## src/rtl/fetch_pc_unit_if.sv

```systemverilog
// Bundles the fetch unit's upstream (branch control), memory and decode-facing signals.
// master is the fetch unit's view; slave is the surrounding pipeline/memory view.
interface fetch_pc_unit_if;
  logic [31:0] next_pc;
  logic        next_pc_valid;
  logic        stall;
  logic        mem_req;
  logic [31:0] mem_addr;
  logic [31:0] mem_rdata;
  logic        mem_ready;
  logic [31:0] pc_out;
  logic [31:0] instr_out;
  logic        instr_valid;
  logic [31:0] instr_count;
  logic        halted;
  logic        fetch_err;

  modport master (
    input  next_pc,
    input  next_pc_valid,
    input  stall,
    input  mem_rdata,
    input  mem_ready,
    output mem_req,
    output mem_addr,
    output pc_out,
    output instr_out,
    output instr_valid,
    output instr_count,
    output halted,
    output fetch_err
  );

  modport slave (
    output next_pc,
    output next_pc_valid,
    output stall,
    output mem_rdata,
    output mem_ready,
    input  mem_req,
    input  mem_addr,
    input  pc_out,
    input  instr_out,
    input  instr_valid,
    input  instr_count,
    input  halted,
    input  fetch_err
  );
endinterface

```

## src/rtl/fetch_pc_unit.sv

```systemverilog
// PC register and instruction-fetch stage: registers the branch unit's next PC,
// issues word-addressed reads, holds the instruction for decode and halts on a self-loop.
module fetch_pc_unit #(
  parameter logic [31:0] RESET_PC       = 32'd0,
  parameter int          TIMEOUT_CYCLES = 16
) (
  input  logic             clock,
  input  logic             Reset,
  fetch_pc_unit_if.master  if_fetch
);

  localparam int CW = (TIMEOUT_CYCLES > 1) ? $clog2(TIMEOUT_CYCLES) : 1;
  localparam logic [CW-1:0] TIMEOUT_LAST = CW'(TIMEOUT_CYCLES - 1);

  typedef enum logic [1:0] {
    S_IDLE,
    S_WAIT,
    S_HOLD,
    S_HALT
  } state_t;

  state_t        r_state;
  state_t        w_state_next;

  logic          r_mem_req;
  logic [31:0]   r_mem_addr;
  logic [31:0]   r_pc;
  logic [31:0]   r_instr;
  logic          r_instr_valid;
  logic [31:0]   r_instr_count;
  logic          r_halted;
  logic          r_fetch_err;
  logic [CW-1:0] r_timeout;

  logic          w_mem_req_next;
  logic [31:0]   w_mem_addr_next;
  logic [31:0]   w_pc_next;
  logic [31:0]   w_instr_next;
  logic          w_instr_valid_next;
  logic [31:0]   w_instr_count_next;
  logic          w_halted_next;
  logic          w_fetch_err_next;
  logic [CW-1:0] w_timeout_next;

  always_ff @(posedge clock) begin
    if (Reset) begin
      r_state       <= S_IDLE;
      r_mem_req     <= 1'b0;
      r_mem_addr    <= 32'd0;
      r_pc          <= RESET_PC;
      r_instr       <= 32'd0;
      r_instr_valid <= 1'b0;
      r_instr_count <= 32'd0;
      r_halted      <= 1'b0;
      r_fetch_err   <= 1'b0;
      r_timeout     <= '0;
    end else begin
      r_state       <= w_state_next;
      r_mem_req     <= w_mem_req_next;
      r_mem_addr    <= w_mem_addr_next;
      r_pc          <= w_pc_next;
      r_instr       <= w_instr_next;
      r_instr_valid <= w_instr_valid_next;
      r_instr_count <= w_instr_count_next;
      r_halted      <= w_halted_next;
      r_fetch_err   <= w_fetch_err_next;
      r_timeout     <= w_timeout_next;
    end
  end

  always_comb begin
    w_state_next       = r_state;
    w_mem_req_next     = r_mem_req;
    w_mem_addr_next    = r_mem_addr;
    w_pc_next          = r_pc;
    w_instr_next       = r_instr;
    w_instr_valid_next = r_instr_valid;
    w_instr_count_next = r_instr_count;
    w_halted_next      = r_halted;
    w_fetch_err_next   = r_fetch_err;
    w_timeout_next     = r_timeout;

    case (r_state)
      S_IDLE: begin
        w_mem_req_next  = 1'b1;
        w_mem_addr_next = r_pc;
        w_state_next    = S_WAIT;
      end

      S_WAIT: begin
        if (if_fetch.mem_ready) begin
          w_instr_next       = if_fetch.mem_rdata;
          w_instr_valid_next = 1'b1;
          w_mem_req_next     = 1'b0;
          w_instr_count_next = r_instr_count + 32'd1;
          w_timeout_next     = '0;
          w_state_next       = S_HOLD;
        end else if (r_timeout == TIMEOUT_LAST) begin
          // Flag the timeout but keep the request up: the memory may still answer.
          w_fetch_err_next = 1'b1;
          w_timeout_next   = '0;
        end else begin
          w_timeout_next = r_timeout + CW'(1);
        end
      end

      S_HOLD: begin
        if (!if_fetch.stall && if_fetch.next_pc_valid) begin
          w_instr_valid_next = 1'b0;
          if (if_fetch.next_pc == r_pc) begin
            w_halted_next = 1'b1;
            w_state_next  = S_HALT;
          end else begin
            w_pc_next       = if_fetch.next_pc;
            w_mem_addr_next = if_fetch.next_pc;
            w_mem_req_next  = 1'b1;
            w_state_next    = S_WAIT;
          end
        end
      end

      S_HALT: begin
        w_mem_req_next = 1'b0;
        w_halted_next  = 1'b1;
      end

      default: begin
        w_state_next = S_IDLE;
      end
    endcase
  end

  assign if_fetch.mem_req     = r_mem_req;
  assign if_fetch.mem_addr    = r_mem_addr;
  assign if_fetch.pc_out      = r_pc;
  assign if_fetch.instr_out   = r_instr;
  assign if_fetch.instr_valid = r_instr_valid;
  assign if_fetch.instr_count = r_instr_count;
  assign if_fetch.halted      = r_halted;
  assign if_fetch.fetch_err   = r_fetch_err;

endmodule

```

## src/flat_wrapper.sv

```systemverilog
// flat-port wrapper written by rule: the top's interface ports become plain ports
module fetch_pc_unit_flat 
#(
  parameter logic [31:0] RESET_PC       = 32'd0,
  parameter int          TIMEOUT_CYCLES = 16
)
  (clock, Reset, if_fetch_next_pc, if_fetch_next_pc_valid, if_fetch_stall, if_fetch_mem_rdata, if_fetch_mem_ready, if_fetch_mem_req, if_fetch_mem_addr, if_fetch_pc_out, if_fetch_instr_out, if_fetch_instr_valid, if_fetch_instr_count, if_fetch_halted, if_fetch_fetch_err);
  fetch_pc_unit_if if_fetch_i ();
  input  logic clock;
  input  logic Reset;
  input wire logic [$bits(if_fetch_i.next_pc)-1:0] if_fetch_next_pc;
  input wire logic [$bits(if_fetch_i.next_pc_valid)-1:0] if_fetch_next_pc_valid;
  input wire logic [$bits(if_fetch_i.stall)-1:0] if_fetch_stall;
  input wire logic [$bits(if_fetch_i.mem_rdata)-1:0] if_fetch_mem_rdata;
  input wire logic [$bits(if_fetch_i.mem_ready)-1:0] if_fetch_mem_ready;
  output wire logic [$bits(if_fetch_i.mem_req)-1:0] if_fetch_mem_req;
  output wire logic [$bits(if_fetch_i.mem_addr)-1:0] if_fetch_mem_addr;
  output wire logic [$bits(if_fetch_i.pc_out)-1:0] if_fetch_pc_out;
  output wire logic [$bits(if_fetch_i.instr_out)-1:0] if_fetch_instr_out;
  output wire logic [$bits(if_fetch_i.instr_valid)-1:0] if_fetch_instr_valid;
  output wire logic [$bits(if_fetch_i.instr_count)-1:0] if_fetch_instr_count;
  output wire logic [$bits(if_fetch_i.halted)-1:0] if_fetch_halted;
  output wire logic [$bits(if_fetch_i.fetch_err)-1:0] if_fetch_fetch_err;
  assign if_fetch_i.next_pc = if_fetch_next_pc;
  assign if_fetch_i.next_pc_valid = if_fetch_next_pc_valid;
  assign if_fetch_i.stall = if_fetch_stall;
  assign if_fetch_i.mem_rdata = if_fetch_mem_rdata;
  assign if_fetch_i.mem_ready = if_fetch_mem_ready;
  assign if_fetch_mem_req = if_fetch_i.mem_req;
  assign if_fetch_mem_addr = if_fetch_i.mem_addr;
  assign if_fetch_pc_out = if_fetch_i.pc_out;
  assign if_fetch_instr_out = if_fetch_i.instr_out;
  assign if_fetch_instr_valid = if_fetch_i.instr_valid;
  assign if_fetch_instr_count = if_fetch_i.instr_count;
  assign if_fetch_halted = if_fetch_i.halted;
  assign if_fetch_fetch_err = if_fetch_i.fetch_err;
  fetch_pc_unit #(.RESET_PC(RESET_PC), .TIMEOUT_CYCLES(TIMEOUT_CYCLES)) u_core (.clock(clock), .Reset(Reset), .if_fetch(if_fetch_i));
endmodule
```

## config.mk

```make
export PLATFORM = sky130hd
export DESIGN_NAME = fetch_pc_unit_flat
export DESIGN_NICKNAME = d
export VERILOG_FILES = /design/src/rtl/fetch_pc_unit_if.sv /design/src/rtl/fetch_pc_unit.sv /design/src/flat_wrapper.sv
export SDC_FILE = /design/constraint.sdc
export NUM_CORES = 1
export LEC_CHECK = 0
export ABC_AREA = 0
export CORE_AREA = 5 5 146 148
export DETAILED_ROUTE_END_ITERATION = 16
export DIE_AREA = 0 0 151 153
export SYNTH_ARGS = -nofsm -noshare
export SYNTH_HDL_FRONTEND = slang
export SYNTH_SLANG_ARGS = --single-unit
```

## constraint.sdc

```tcl
create_clock -name clock -period 2.15 [get_ports clock]
set_clock_uncertainty 0.05 [all_clocks]
set_input_delay 0.3225 -clock clock [delete_from_list [all_inputs] [get_ports clock]]
set_output_delay 0.3225 -clock clock [all_outputs]
set_load 0.02 [all_outputs]
```

==> run metrics, run 1 <==
final setup TNS=0 ps; status=finished clean; Port-buffer cells=200; Final Hold Fails=0; worst vdd ir=0.584 mV; Detail Route Antenna Nets=0; Inserted Clock Buffers=17; worst relative slew slack=66.8%; final setup violating endpoints=0; CTS max path bufs=2; Max-cap violations=0; Cell Area, Synth=0.00685 mm2; post-route setup slack=137 ps; CP cell instances=clkdlybuf4s50_1 > xor2_1 > nor4_1 > buf_4 > and4_1 > a31oi_1 > mux2_4; worst slew pin tran=491 ps; synthesis-to-layout area growth=47.4%; Die X=151 um; Unique masters post-synth=40; die footprint=0.0231 mm2; RSZ-0062 raised after global routing=no; Worst-path clk slew=60 ps; Synth async-reset ratio=0%; crit start category=input port; Seq cells post-synth=138; via count=6784; # DRC=0; Hold WC Path Type=in2reg; Ant. Diodes=0; Pleak=0.00371 uW; largest net degree at the start of global routing=50; Post-DP HPWL=16400 um; H-tree depth=4; biggest cell delay along the critical path=470 ps; Initial Util=34.4%; Fillers=1952; Final Slew Violations=0; first-pass GRT wire length=36500 um; Post-Synthesis Cells=856; post-layout min period=2010 ps; CTS tree=yes; post-place setup slack=-307 ps; Hold-fix buffers, CTS=0; Post-DP Area=0.00945 mm2; Layout Nets=1144; TritonCTS Sinks=138; WS Path Type=in2reg; prevailing post-synth register cell=dfxtp_1; Crit. End Element=register; routed wire length=22900 um; Clock Latency Late Sink=420 ps; worst-path fanout max=5; row cnt=52; Final period util=93.6%; sequential fraction of the synthesis area=40.3%; pwr dens=661 mW/mm2; clk root buf=clkbuf_16; DR vias/cell=5.02; FMAX=497 MHz; I/O pins=201; Post-Syn Nets=932; overall routing resource usage=19.7%; critical path's slowest cell=clkdlybuf4s50_1; Finished Cell Area=0.0101 mm2; per-cell routed wire length=16.9 um; total chip power=6680 uW; Post-synth EDFFs=0; vias in the first global route=6486; initial antenna violation count=0; core area=0.0199 mm2; fraction of layout cells with a size suffix above 1=10.1%; syn_area_per_cell=8.01 um2; CP arrival=2270 ps; critical path required time=2410 ps; fin util=50.7%; yosys warns=0; gr ovfl total=0; routability cong.=0.829; DRT Pass-1 Iters=5; die height=153 um; Starting DRT DRC Count=366
what timing repair did:
action | in CTS | in global routing
resized for setup | 0 | 5
buffers inserted | 0 | 0
setup endpoints to repair | 0 | 11
hold endpoints to repair | 0 | 0
cell type report:
cell class | instances | area [um2] | area share, %
clock buffer | 18 | 429 | 4.25
clock inverter | 14 | 208 | 2.06
inverter | 10 | 37.5 | 0.372
multi-input combinational | 639 | 3770 | 37.3
sequential | 138 | 2760 | 27.4
tap | 270 | 338 | 3.34
timing repair buffer | 262 | 2560 | 25.3
synthesized netlist by cell type (2+ instances only):
master    number  area (um2)
or3_1          3        18.8
nand2_1       82         308
ha_1           7        87.6
or2b_1         2        15.0
buf_2         11        55.1
buf_4          2        15.0
nand4_1       14        87.6
nor4_2         4        50.1
and3_1         6        37.5
buf_1          4        15.0
buf_6          4        45.0
xnor2_1       19         166
a22oi_1        2        15.0
nand3_1      104         521
nor4_1        13        81.3
o21ai_1       30         150
a21oi_2        2        17.5
nor3_1        10        50.1
nor2b_1        3        18.8
clkbuf_1      48         180
nor3b_1       33         248
nor2_1        70         263
nand2b_1      31         194
o21ai_0       40         200
inv_1         10        37.5
a21oi_1       73         365
and4_1         7        61.3
dfxtp_1      138        2760
xor2_1        42         368
nor4bb_1      32         320
flip-flops by register name, indices dropped and copies added (netlist names):
name	count
u_core.if_fetch.fetch_err	1
u_core.if_fetch.halted	1
u_core.if_fetch.instr_count	32
u_core.if_fetch.instr_out	32
u_core.if_fetch.instr_valid	1
u_core.if_fetch.mem_addr	32
u_core.if_fetch.mem_req	1
u_core.if_fetch.pc_out	32
u_core.r_state	2
u_core.r_timeout	4
layer usage:
layer	share of wire (%)	global-route usage [%]	wire length, um
met5	0	0	0
met3	4.0	3.29	904
met1	45	26.4	10300
met4	2.3	7.60	531
met2	49	31.7	11100
through the flow:
stage,hold slack (ps),instances
after floorplan,408,856
after global placement,391,1319
after detailed placement,397,1319
after CTS,357,1351
after global routing,390,1351
final,374,1351
logic make-up after synthesis:
kind of cell / share of synthesized area [%]
and+or+nand+nor: 33.8
muxes: 0.365
AOI/OAI and AO/OA: 11.4
adders and majority gates: 1.28
xor gates and xnor gates: 7.80
DFF: 40.3
buffers and inverters: 5.08
worst max-delay path: cells and delay by family:
| kind | cells | cell delay (ps) |
|---|---|---|
| xor gates and xnor gates | 1 | 190 |
| and+or+nand+nor | 2 | 630 |
| muxes | 1 | 320 |
| AOI/OAI and AO/OA | 1 | 160 |
| buffers and inverters | 2 | 640 |
path summary, 6_finish.rpt:
path	slack, ps	start	cells past startpoint	endpoint
hold / removal	370	Reset	3	u_core.if_fetch.pc_out[16]
setup / recovery	140	if_fetch_next_pc[27]	7	u_core.if_fetch.mem_req
setup reg to reg	150	u_core.if_fetch.pc_out[29]	6	u_core.if_fetch.mem_req
hold reg to reg	400	u_core.if_fetch.instr_out[1]	2	u_core.if_fetch.instr_out[1]
layout by cell type, fill, tap and decap left out, types with 3 or more instances in the layout:
| cell | Yosys | final |
|---|---|---|
| nand3_1 | 104 | 104 |
| xnor2_1 | 19 | 19 |
| ha_1 | 7 | 6 |
| bufinv_16 | 0 | 4 |
| inv_6 | 0 | 5 |
| nor3_1 | 10 | 10 |
| nand2_1 | 82 | 82 |
| a21oi_1 | 73 | 73 |
| nor4bb_1 | 32 | 32 |
| and3_1 | 6 | 6 |
| dfxtp_1 | 138 | 138 |
| nor4_2 | 4 | 7 |
| or3_1 | 3 | 3 |
| and4_1 | 7 | 7 |
| nand2b_1 | 31 | 31 |
| inv_1 | 10 | 10 |
| o21ai_0 | 40 | 37 |
| xor2_1 | 42 | 42 |
| nor2_1 | 70 | 70 |
| clkbuf_16 | 0 | 17 |
| buf_4 | 2 | 55 |
| nand4_1 | 14 | 14 |
| clkdlybuf4s50_1 | 0 | 199 |
| nor3b_1 | 33 | 33 |
| buf_12 | 0 | 7 |
| nor4_1 | 13 | 10 |
| o21ai_1 | 30 | 33 |
report_power, final:
group	internal [uW]	switching [uW]
registers	2620	38.0
clock network	1970	1230
logic	386	437
total	4970	1710
Power figures use the tool's default switching activity.
==> run 2, diff against run 1 <==
- ABC_CLOCK_PERIOD_IN_PS: unset -> 2150
- CORE_AREA: 5 5 146 148 -> 2 2 143 145
- DIE_AREA: 0 0 151 153 -> 0 0 145 147
==> run 2 against run 1 <==
- cell count shrank 0.44%
- via count increased by 0.43%
- non-clock buffer count shrank 5
- hold slack worse by 9.5 ps
- routed wire length fell by 1.4%
- clock power shrank 1%
- sequential cell count did not move
- die area shrank 7.7%
- clock-buffer cell count unchanged
- critical path type is now reg2reg
- largest power group unchanged
==> run metrics, run 2 (synthesized netlist as in run 1, its figures left out) <==
Layout Nets=1139; Flop pwr share=40.0%; worst vdd ir=0.528 mV; die height=147 um; Crit. End Element=register; Logic pwr share=12.3%; Worst Hold End=u_core.if_fetch.pc_out[15]; worst slew pin tran=378 ps; FMAX=501 MHz; Sw Ratio=25.0%; CP cell instances=xor2_1 > nor4_1 > and4_2 > buf_4 > nand3_1 > a211oi_1; Pleak=0.00368 uW; Detail Route Antenna Nets=0; vias in the first global route=6578; Starting DRT DRC Count=473; routed wire length=22600 um; Ant. Diodes=0; row cnt=52; RSZ-0062 raised after global routing=no; status=finished clean; clk root buf=clkbuf_16; per-cell routed wire length=16.8 um; Fillers=1929; r2r setup slk=160 ps; fin util=50.6%; Int Pwr=4970 uW; Clk network pwr share=47.7%; critical path required time=2430 ps; gr ovfl total=0; worst-path fanout max=10; DRT Pass-1 Iters=4; Die X=145 um; initial antenna violation count=0; post-layout min period=1990 ps; most common cell after layout, fill and taps aside=clkdlybuf4s50_1; largest net degree at the start of global routing=47; R2R Path Start=u_core.if_fetch.pc_out[3]; Worst-path clk slew=60 ps; WS Path Type=reg2reg; crit start category=register; Inst Count DP=1314; overall routing resource usage=21.0%; Hold Crit Start=Reset; biggest cell delay along the critical path=410 ps; Inserted Clock Buffers=17; CP arrival=2270 ps; final std cells w/o fill=1345; Port-buffer cells=200; Final period util=92.8%; Max-cap violations=0; Hold Crit Depth=3; Final Slew Violations=0; Initial Util=34.5%; worst reg-to-reg path cell count=6; critical path's slowest cell=nor4_1; pwr dens=660 mW/mm2; TritonCTS Sinks=138; via count=6813; CTS tree=yes; DR vias/cell=5.07; worst relative slew slack=74.5%; Clock Latency Late Sink=420 ps; synthesis-to-layout area growth=46.6%; Post-DP Area=0.00941 mm2; Psw=1650 uW; Hold WC Path Type=in2reg; RR Endpoint=u_core.r_state[1]; # DRC=0; I/O pins=201; first-pass GRT wire length=36100 um; routability cong.=0.857; Finished Cell Area=0.0100 mm2; Post-DP HPWL=15900 um; die footprint=0.0213 mm2; Final Hold Fails=0; most frequent cells in the layout=clkdlybuf4s50_1, dfxtp_1, nand3_1; Post-CTS Setup Inserts=0; CTS max path bufs=2; final hold slack=365 ps; fraction of layout cells with a size suffix above 1=9.58%; core area=0.0198 mm2; H-tree depth=4; final setup violating endpoints=0
## run 2: layout make-up
cell class / count / area (um2) / share of cell area, %
flip-flops and latches: 138 / 2760 / 27.5
well taps: 270 / 338 / 3.36
clock inverters: 13 / 191 / 1.91
repair buffers: 257 / 2520 / 25.1
clock buffers: 18 / 439 / 4.37
multi-input cells: 639 / 3760 / 37.4
inverters: 10 / 37.5 / 0.374
## run 2: critical path: cells and delay by family (launching register included)
kind	cells	cell delay (ps)
AND/OR/NAND/NOR	3	880
flip-flops	1	350
XOR/XNOR	1	210
buffers and inverters	1	210
AO/OA/AOI/OAI	1	200
## run 2: what timing repair did
| item | CTS | global route |
|---|---|---|
| resized for setup | 0 | 2 |
| endpoints found under the setup margin | 0 | 5 |
| hold buffers | 0 | 0 |
| hold endpoints to repair | 0 | 0 |
## run 2: worst max path at each step
stage                                from  slack [ps]  cells past startpoint                         endpoint
2_1_floorplan           u_core.r_state[1]         280                      9  u_core.if_fetch.instr_count[29]
3_3_place_gp          if_fetch_next_pc[6]        -210                      7       u_core.if_fetch.pc_out[30]
3_5_place_dp         if_fetch_next_pc[27]        -230                      8     u_core.if_fetch.mem_addr[30]
4_1_cts         u_core.if_fetch.pc_out[3]         150                      6                u_core.r_state[1]
5_1_grt        u_core.if_fetch.pc_out[12]          10                      7     u_core.if_fetch.mem_addr[11]
6_report        u_core.if_fetch.pc_out[3]         160                      6                u_core.r_state[1]
## run 2: power groups by stage
| stage | clock network [uW] | registers, uW | logic [uW] |
|---|---|---|---|
| after detailed placement | 0 | 2710 | 816 |
| final | 3160 | 2650 | 814 |
| after floorplan | 0 | 2770 | 337 |
| after CTS | 3220 | 2650 | 820 |
| after global routing | 3340 | 2660 | 876 |
| after global placement | 0 | 2710 | 817 |
## run 2: per-layer routing
metal  track usage (%)  part of all wire [%]
met1              27.1                    44
met2              33.7                    48
met3              4.53                   4.3
met4              9.65                   3.7
met5                 0                     0
## run 2: stage by stage
stage | worst slack (ps) | total power [uW] | TNS, ps
3_3_place_gp | -211 | 3530 | -9340
3_5_place_dp | -230 | 3530 | -10600
6_report | 155 | 6630 | 0
5_1_grt | 14.4 | 6880 | 0
2_1_floorplan | 279 | 3110 | 0
4_1_cts | 152 | 6690 | 0
==> run 3, diff against run 2 <==
- CORE_AREA: 2 2 143 145 -> 3 3 144 146
- DIE_AREA: 0 0 145 147 -> 0 0 147 149
- SETUP_SLACK_MARGIN: unset -> 0.4
==> run 3 against run 2 <==
- combinational power increased by 6.1%
- largest cell class unchanged
- maximum frequency fell by 1.7%
- routed wire length increased by 8.9%
- power up 2.7%
- critical path depth grew 2
- critical endpoint is now u_core.if_fetch.pc_out[9]
- non-clock buffer count up 34
- first-iteration DRC count fell by 17%
- global-route usage fell by 0.19 points
==> run metrics, run 3 (synthesized netlist as in run 1, its figures left out) <==
status=finished clean; most frequent cells in the layout=dlygate4sd2_1, dfxtp_1, nand3_1; final setup violating endpoints=0; DR vias/cell=5.20; H-tree depth=4; Logic pwr share=12.7%; Fillers=1769; CP arrival=2330 ps; Sw Ratio=25.9%; biggest cell delay along the critical path=410 ps; RR Endpoint=u_core.if_fetch.pc_out[9]; worst slew pin tran=432 ps; most frequent CP cell=buf_6; worst relative slew slack=71.1%; per-cell routed wire length=17.9 um; first-pass GRT wire length=36800 um; via count=7149; critical path required time=2450 ps; DRT Pass-1 Iters=5; post-place setup slack=-400 ps; Hold Crit Start=Reset; post-route setup slack=121 ps; delay-heaviest family, CP=simple AND/OR/NAND/NOR gates; clk root buf=clkbuf_16; RSZ-0062 raised after global routing=yes; total chip power=6810 uW; worst vdd ir=0.543 mV; CP cell instances=xor2_1 > nor4_1 > and4_4 > buf_6 > a21oi_4 > buf_6 > buf_12 > o21ai_1; Clock Latency Late Sink=430 ps; Worst-path clk slew=70 ps; Pleak=0.00509 uW; Final Hold Fails=0; Inserted Clock Buffers=17; Max-cap violations=0; TritonCTS Sinks=138; Hold WC Path Type=in2reg; Buffers & Inverters on Critical Path=3; Psw=1760 uW; Clk network pwr share=48.4%; Die X=147 um; Starting DRT DRC Count=393; Post-DP HPWL=15500 um; Port-buffer cells=200; routability cong.=0.814; Layout Nets=1173; post-layout min period=2030 ps; worst-path fanout max=11; CTS tree=yes; largest net degree at the start of global routing=58; routed wire length=24600 um; FMAX=493 MHz; pwr dens=608 mW/mm2; die footprint=0.0219 mm2; I/O pins=201; vias in the first global route=6543; most common cell after layout, fill and taps aside=dlygate4sd2_1; Detail Route Antenna Nets=0; R2R Path Start=u_core.if_fetch.pc_out[3]; gr ovfl total=0; r2r setup slk=120 ps; Int Pwr=5050 uW; Final period util=94.4%; final hold slack=238 ps; crit start category=register; Worst Hold End=u_core.r_state[0]; WS Path Type=reg2reg; Ant. Diodes=0; worst reg-to-reg path cell count=8; core area=0.0195 mm2; die height=149 um; CTS max path bufs=2; Final Slew Violations=0; # DRC=0; initial antenna violation count=1; Initial Util=35.1%; row cnt=51; Flop pwr share=38.9%; Crit. End Element=register; overall routing resource usage=20.8%; synthesis-to-layout area growth=63.4%; critical path's slowest cell=nor4_1; fraction of layout cells with a size suffix above 1=23.2%; Hold Crit Depth=2
-- run 3: changes by cell type in the layout (fill, tap and decap cells not counted), sizes merged --
cell	change
clkdlybuf4s50	-137
clkbuf	+4
inv	+2
clkinv	-1
dlygate4sd2	+122
dlymetal6s2s	+15
buf	+29
bufbuf	+1
-- run 3: what timing repair did --
| item | in CTS | in global routing |
|---|---|---|
| endpoints found under the setup margin | 213 | 104 |
| pin swaps | 15 | 52 |
| resized for setup | 219 | 113 |
| buffers inserted | 20 | 15 |
| cloned | 4 | 5 |
| endpoints found under the hold margin | 0 | 0 |
| hold buffers | 0 | 0 |
-- run 3: worst max path at each step --
stage / start / cells past startpoint / slack [ps] / to
global placement: if_fetch_next_pc[15] / 9 / -390 / u_core.if_fetch.mem_addr[29]
CTS: u_core.if_fetch.pc_out[29] / 9 / 210 / u_core.if_fetch.mem_addr[29]
detailed placement: if_fetch_next_pc[15] / 9 / -400 / u_core.if_fetch.mem_addr[29]
finish: u_core.if_fetch.pc_out[3] / 8 / 120 / u_core.if_fetch.pc_out[9]
floorplan: u_core.r_state[0] / 8 / 360 / u_core.if_fetch.mem_addr[22]
global route: u_core.if_fetch.pc_out[3] / 8 / 20 / u_core.if_fetch.pc_out[9]
-- run 3: metal layers --
layer | global-route usage [%] | up-vias | routed length [um]
met5 | 0 | - | 13
met4 | 6.90 | 2 | 649
met1 | 28.4 | 3369 | 10700
li1 | - | 3482 | -
met2 | 32.8 | 243 | 11700
met3 | 4.59 | 53 | 1520
-- run 3: metrics by stage --
stage	util [%]	instance area [um2]	setup TNS, ps	instances
after global routing	57.3	11200	0	1375
after detailed placement	48.3	9430	-21830	1299
after CTS	53.5	10400	0	1355
after floorplan	-	6960	0	856
final	57.3	11200	0	1375
after global placement	48.3	9430	-21750	1299
-- run 3: final cells by class --
type / instances / area [um2] / area share (%)
Multi-Input combinational cell: 639 / 4450 / 39.8
Clock buffer: 18 / 450 / 4.02
Timing Repair Buffer: 291 / 2880 / 25.8
Tap cell: 265 / 332 / 2.96
Inverter: 10 / 40.0 / 0.358
Sequential cell: 138 / 2830 / 25.3
Clock inverter: 14 / 208 / 1.86
-- run 3: worst register-to-register path, cell delays in order (launching register included) --
cell	delay (ps)
dfxtp_2	360
xor2_1	210
nor4_1	420
and4_4	300
buf_6	130
a21oi_4	60
buf_6	140
buf_12	150
o21ai_1	140
-- run 3: power by group through the flow --
stage	Combinational (uW)	Sequential, uW	Clock (uW)
after global routing	924	2650	3470
after floorplan	344	2770	0
after global placement	817	2710	0
after CTS	834	2650	3350
final	864	2650	3290
after detailed placement	819	2710	0
